**src/rtl/checker_delay_line.sv**
```systemverilog
// rtl/checker_delay_line.sv - LATENCY-deep shift register aligning {valid, X, expected} with the inverter output
module checker_delay_line #(
  parameter int LATENCY = 2
) (
  input  logic       clk,
  input  logic       rst,
  input  logic       clr,
  input  logic [8:0] din,
  output logic [8:0] dout
);

  localparam int WIDTH = 9;

  generate
    if (LATENCY == 0) begin : g_bypass
      assign dout = din;
    end else begin : g_pipe
      logic [LATENCY*WIDTH-1:0] pipe_q;
      logic [LATENCY*WIDTH-1:0] pipe_d;
      logic [LATENCY*WIDTH-1:0] shift_in;

      if (LATENCY == 1) begin : g_one
        assign shift_in = din;
      end else begin : g_many
        assign shift_in = {pipe_q[(LATENCY-1)*WIDTH-1:0], din};
      end

      // Advance one stage per cycle; a clear empties every stage so no stale vector compares
      always_comb begin
        pipe_d = shift_in;
        if (clr) begin
          pipe_d = '0;
        end
      end

      // Pipeline storage, emptied immediately on reset
      always_ff @(posedge clk or posedge rst) begin
        if (rst) begin
          pipe_q <= '0;
        end else begin
          pipe_q <= pipe_d;
        end
      end

      assign dout = pipe_q[LATENCY*WIDTH-1 -: WIDTH];
    end
  endgenerate

endmodule

```
**config.mk**
```make
export PLATFORM = sky130hd
export DESIGN_NAME = checker_delay_line
export DESIGN_NICKNAME = d
export VERILOG_FILES = /design/src/rtl/checker_delay_line.sv
export SDC_FILE = /design/constraint.sdc
export NUM_CORES = 1
export LEC_CHECK = 0
export ABC_AREA = 1
export BUFFER_PORTS_ARGS = -buffer_cell sky130_fd_sc_hd__buf_2
export CORE_MARGIN = 5
export CORE_UTILIZATION = 42
export CTS_CLUSTER_SIZE = 40
export DETAILED_ROUTE_END_ITERATION = 16
export PLACE_DENSITY = 0.75
export SYNTH_ARGS = -nofsm -noshare
export SYNTH_HDL_FRONTEND = slang
export SYNTH_SLANG_ARGS = --single-unit
```
**constraint.sdc**
```tcl
create_clock -name clk -period 0.8 [get_ports clk]
set_clock_uncertainty 0.2 [all_clocks]
set_input_delay 0.04 -clock clk [delete_from_list [all_inputs] [get_ports clk]]
set_output_delay 0.04 -clock clk [all_outputs]
set_load 0.02 [all_outputs]
```
==> flow_summary_export.csv, run 1 <==
group,metric,value,unit
die,dieArea,2530,um^2
die,rows,14,
worst_setup_path,required,0.56,ns
die,io_pins,21,
synthesis,synth.area.top_cells,"dfrtp_1 (66%), inv_1 (10%), buf_4 (9.9%)",
cells_and_area,num_antenna_cells,0,
drt,routed-via-count,407,
cells_and_area,nets,101,
cts,clk_pin_slew,0.09,ns
placement,io_buffers,20,
sta,rsz0062_at_grt,"true",
worst_setup_path,criticalPathCategory,"reg2out",
global_routing,antenna_found_initial,0,
sta,finalHoldViolations,18,
min_path,hold_path_class,"in2reg",
sta,fmax,965,MHz
power_and_ir_drop,p_leak,0.539,nW
placement,numPlacedInstances,92,
cells_and_area,largest_register_ffs,18,
cts,htreeDepth,1,
cts,cts_tree,"done",
synthesis,yosysSeqAreaShare,65.9,%
power_and_ir_drop,ir_drop,0.000838,V
worst_setup_path,endpoint_kind,"output pin",
synthesis,syn_inst,66,
cells_and_area,final_common_cell,"dfrtp_1",
placement,gp_congestion,0.654,
drt,drt_iter0_markers,2,
drt,postRouteAntennaNets,0,
power_and_ir_drop,total_power,1.68,mW
global_routing,grt_usage,9.11,%
synthesis,syn_nets,78,
drt,drt_wl_total,927,um
cts,clk_latency,0.28,ns
synthesis,ys_types,6,
cells_and_area,final_cell_mix,"dfrtp_1 (18), inv_1 (17), nor2_1 (17), buf_2 (9), buf_6 (9)",
die,coreArea,1520,um^2
sta,fin_crit,1.04,ns
sta,fin_tns_setup,-2.06,ns
drt,drc_errors,0,
power_and_ir_drop,power_density,1830,nW/um^2
worst_setup_path,crit_family,"flip-flops",
die,die_h,50.3,um
worst_setup_path,path_cells,"buf_6",
global_routing,grt_pass1_wl,1.74,mm
outcome,violations,"negative hold slack, negative setup slack",
sta,post-route-period-util,130,%
cts,cts_buffers,3,
worst_setup_path,cp.arrival,0.80,ns
global_routing,grt_max_degree,19,
drt,routedWlPerCell,8.91,um
cts,hold_buffers,10,
drt,viasPerCell,3.91,
cells_and_area,largestRegisters,"g_pipe.pipe_q: 18 flops",
synthesis,syn-mean-instance-area,10.4,um^2
cells_and_area,final_cells,104,
cells_and_area,nFillCells,130,
cts,cts_buffer_depth,2,
sta,slew_headroom,80.3,%
synthesis,ys_ff_latch,18,
placement,hpwl,616,um
cells_and_area,area_delta_synth_final,35.0,%
sta,slew_violations,0,
synthesis,syn_area,683,um^2
worst_setup_path,cp_num_buf_inv,1,
drt,drtPass1Iterations,3,
cells_and_area,drive_gt1_share,29.5,%
outcome,status,"finished with violations",
sta,holdWs,-0.0833,ns
die,fp.dieW,50.3,um
synthesis,yosys.area.top_type,"dfrtp_1",
synthesis,synth_top_area_share,65.9,%
worst_setup_path,crit_slowest_cell,"dfrtp_1",
placement,dp_slack,0.0300,ns
die,initial_core_util,44.8,%
global_routing,grt_pass1_vias,424,
cts,cts_setup_buffers,0,
global_routing,grt-ovfl-total,0,
worst_setup_path,worst_path_largest_cell_delay,0.39,ns
sta,finalSetupViolCount,9,
sta,fin_ws,-0.237,ns
sta,tightest_slew,0.295,ns
cts,cts.sink_count,18,
cells_and_area,top_register,"g_pipe.pipe_q",
synthesis,ys.warnings.count,0,
job,maxCapViolCount,0,
cts,clockRootBuffer,"clkbuf_4",
worst_setup_path,start_kind,"flip-flop",
worst_setup_path,cp_max_fo,1,
-- cell usage after synthesis --
library cell	n
buf_8	1
dfrtp_1	18
buf_6	1
nor2_1	18
inv_1	19
buf_4	9
-- power breakdown --
part	internal (mW)	switching (mW)
Clock	0.277	0.247
Sequential	0.949	0.0133
Combinational	0.108	0.0903
Total	1.33	0.350
-- path summary, 6_finish.rpt --
kind | start | end | slack [ns] | cells past startpoint
setup / recovery | g_pipe.pipe_q[9]$_DFF_PP0_ | dout[0] | -0.24 | 1
max in group asynchronous | rst | g_pipe.pipe_q[9]$_DFF_PP0_ | 0.17 | 4
min in group asynchronous | rst | g_pipe.pipe_q[15]$_DFF_PP0_ | 0.11 | 4
hold / removal | clr | g_pipe.pipe_q[15]$_DFF_PP0_ | -0.08 | 2
setup reg to reg | g_pipe.pipe_q[3]$_DFF_PP0_ | g_pipe.pipe_q[12]$_DFF_PP0_ | 0.03 | 2
hold reg to reg | g_pipe.pipe_q[5]$_DFF_PP0_ | g_pipe.pipe_q[14]$_DFF_PP0_ | 0.27 | 2
-- repair_timing --
action / in CTS / in global routing
setup endpoints to repair: 9 / 21
hold endpoints to repair: 36 / 18
gates resized for setup: 18 / 6
-- metrics by stage --
step	util, %	cell area, um^2
after floorplan	-	683
after global placement	47.9	729
after detailed placement	47.9	729
after CTS	60.5	922
after global routing	60.5	922
final	60.5	922
-- kinds of logic (layout without fill, tap and decap cells) --
group                  count (synthesis)  count (layout)  synth area share (%)
and+or+nand+nor                       18              18                  9.89
DFF                                   18              18                  65.9
buffers and inverters                 30              52                  24.2
-- final cells by class --
| class | count | area, um^2 | share of cell area, % |
|---|---|---|---|
| flip-flops and latches | 18 | 450 | 48.8 |
| repair buffers | 29 | 274 | 29.7 |
| inverters | 19 | 71.3 | 7.73 |
| multi-input cells | 18 | 70.1 | 7.60 |
| clock buffers | 4 | 36.3 | 3.93 |
| well taps | 16 | 20.0 | 2.17 |
-- routing by layer --
layer  share of wire [%]  track usage, %  wire [um]  up-vias
li1                    -               -          -      213
met1                  37            9.71        346      177
met2                  52            15.7        485       15
met3                 8.2            1.18         76        2
met4                 2.0            7.66         19        0
met5                   0               0          0        -
(Power assumes the default switching activity.)
==> run 2: changes to the inputs <==
- RECOVER_POWER: not set -> 50
==> run 2 against run 1 <==
Effect of this change: the flow still finishes with violations (negative hold slack, negative setup slack); critical path depth did not move; cell area fell by 2.2%; sequential power barely moved; hold slack barely moved; critical endpoint unchanged; highest routed layer unchanged.
==> flow_summary_export.csv, run 2 (synthesized netlist as in run 1, its figures left out) <==
group,metric,value,unit
die,coreArea,1520,um^2
drt,drc_errors,0,
global_routing,antenna_found_initial,0,
cts,cts_tree,"done",
worst_setup_path,required,0.56,ns
die,die_h,50.3,um
placement,gp_congestion,0.654,
placement,io_buffers,20,
worst_setup_path,path_cells,"buf_6",
drt,postRouteAntennaNets,0,
worst_setup_path,worst_path_largest_cell_delay,0.39,ns
die,dieArea,2530,um^2
cells_and_area,area_delta_synth_final,32.1,%
power_and_ir_drop,p_leak,0.507,nW
cells_and_area,nets,101,
sta,slew_violations,0,
cells_and_area,regArea,450,um^2
worst_setup_path,crit_slowest_cell,"dfrtp_1",
global_routing,grt-ovfl-total,0,
placement,dp_slack,0.0300,ns
cells_and_area,num_antenna_cells,0,
min_path,hold_path_class,"in2reg",
sta,tightest_slew,0.295,ns
global_routing,grt_pass1_wl,1.74,mm
sta,holdWs,-0.0832,ns
cells_and_area,largestRegisters,"g_pipe.pipe_q: 18 flops",
cells_and_area,multi_input_area,70.1,um^2
die,fp.dieW,50.3,um
cells_and_area,nFillCells,134,
outcome,violations,"negative hold slack, negative setup slack",
worst_setup_path,cp_num_buf_inv,1,
drt,routed-via-count,408,
global_routing,grt_max_degree,19,
worst_setup_path,cp.arrival,0.80,ns
cts,clk_pin_slew,0.09,ns
cts,htreeDepth,1,
cts,cts_buffers,3,
drt,routedWlPerCell,8.87,um
sta,fin_tns_setup,-2.06,ns
worst_setup_path,endpoint_kind,"output pin",
cts,hold_buffers,10,
sta,fmax,965,MHz
drt,drtPass1Iterations,3,
worst_setup_path,cp_max_fo,1,
die,initial_core_util,44.8,%
sta,fin_ws,-0.237,ns
sta,post-route-period-util,130,%
sta,fin_crit,1.04,ns
cts,cts_buffer_depth,2,
drt,drt_wl_total,922,um
drt,viasPerCell,3.92,
global_routing,grt_usage,9.11,%
cells_and_area,final_cell_mix,"dfrtp_1 (18), inv_1 (17), nor2_1 (17), buf_2 (9), buf_6 (9)",
cells_and_area,largest_register_ffs,18,
power_and_ir_drop,ir_drop,0.000835,V
outcome,status,"finished with violations",
cells_and_area,drive_gt1_share,29.5,%
placement,hpwl,616,um
power_and_ir_drop,power_density,1860,nW/um^2
sta,rsz0062_at_grt,"true",
cts,cts.sink_count,18,
job,maxCapViolCount,0,
cts,clockRootBuffer,"clkbuf_4",
sta,finalSetupViolCount,9,
drt,drt_iter0_markers,2,
sta,slew_headroom,80.3,%
sta,finalHoldViolations,18,
worst_setup_path,criticalPathCategory,"reg2out",
cells_and_area,top_register,"g_pipe.pipe_q",
global_routing,grt_pass1_vias,424,
cells_and_area,final_common_cell,"dfrtp_1",
worst_setup_path,start_kind,"flip-flop",
die,io_pins,21,
worst_setup_path,crit_family,"flip-flops",
cts,clk_latency,0.28,ns
die,rows,14,
run 2: changes by cell type in the layout (fill, tap and decap cells not counted):
cell	delta
buf_12	-1
buf_4	+1
clkdlybuf4s25_1	+3
dlymetal6s4s_1	-3
run 2: final timing paths:
kind	start	to	slack [ns]	cells past startpoint
min in group asynchronous	rst	g_pipe.pipe_q[17]$_DFF_PP0_	0.11	4
hold / removal	clr	g_pipe.pipe_q[15]$_DFF_PP0_	-0.08	2
setup / recovery	g_pipe.pipe_q[9]$_DFF_PP0_	dout[0]	-0.24	1
hold reg to reg	g_pipe.pipe_q[5]$_DFF_PP0_	g_pipe.pipe_q[14]$_DFF_PP0_	0.27	2
setup reg to reg	g_pipe.pipe_q[3]$_DFF_PP0_	g_pipe.pipe_q[12]$_DFF_PP0_	0.03	2
max in group asynchronous	rst	g_pipe.pipe_q[9]$_DFF_PP0_	0.10	4
run 2: final cells by class:
| type | count | area share [%] |
|---|---|---|
| clock buffers | 4 | 4.02 |
| repair buffers | 29 | 28.2 |
| inverters | 19 | 7.91 |
| flip-flops and latches | 18 | 49.9 |
| well taps | 16 | 2.22 |
| multi-input cells | 18 | 7.77 |
run 2: worst register-to-register path, stage by stage (launching register included):
cell	delay, ns
dfrtp_1	0.38
inv_1	0.05
nor2_1	0.03
run 2: per-stage QoR:
| step | area (um^2) | total power [mW] | instances | util (%) |
|---|---|---|---|---|
| finish | 902 | 1.67 | 104 | 59.2 |
| floorplan | 683 | 1.09 | 66 | - |
| global route | 902 | 1.77 | 104 | 59.2 |
| global placement | 729 | 1.11 | 92 | 47.9 |
| detailed placement | 729 | 1.12 | 92 | 47.9 |
| CTS | 922 | 1.71 | 106 | 60.5 |
run 2: where the power goes:
part	total, mW	switching (mW)	internal [mW]	leakage (nW)
combinational	0.188	0.0888	0.0995	0.249
sequential	0.962	0.0133	0.949	0.237
clock	0.523	0.246	0.277	0.0210
run 2: what timing repair did:
action,in CTS,in global routing
hold endpoints to repair,36,18
gates resized for setup,18,6
setup endpoints to repair,9,21
buffers inserted,0,0
run 2: layer usage:
metal  track usage, %  up-vias  routed length [um]  share of wire (%)
met5                0        -                   0                  0
met4             7.66        0                  19                2.1
met3             1.18        2                  76                8.2
met2             15.7       15                 487                 53
met1             9.71      178                 339                 37
li1                 -      213                   -                  -
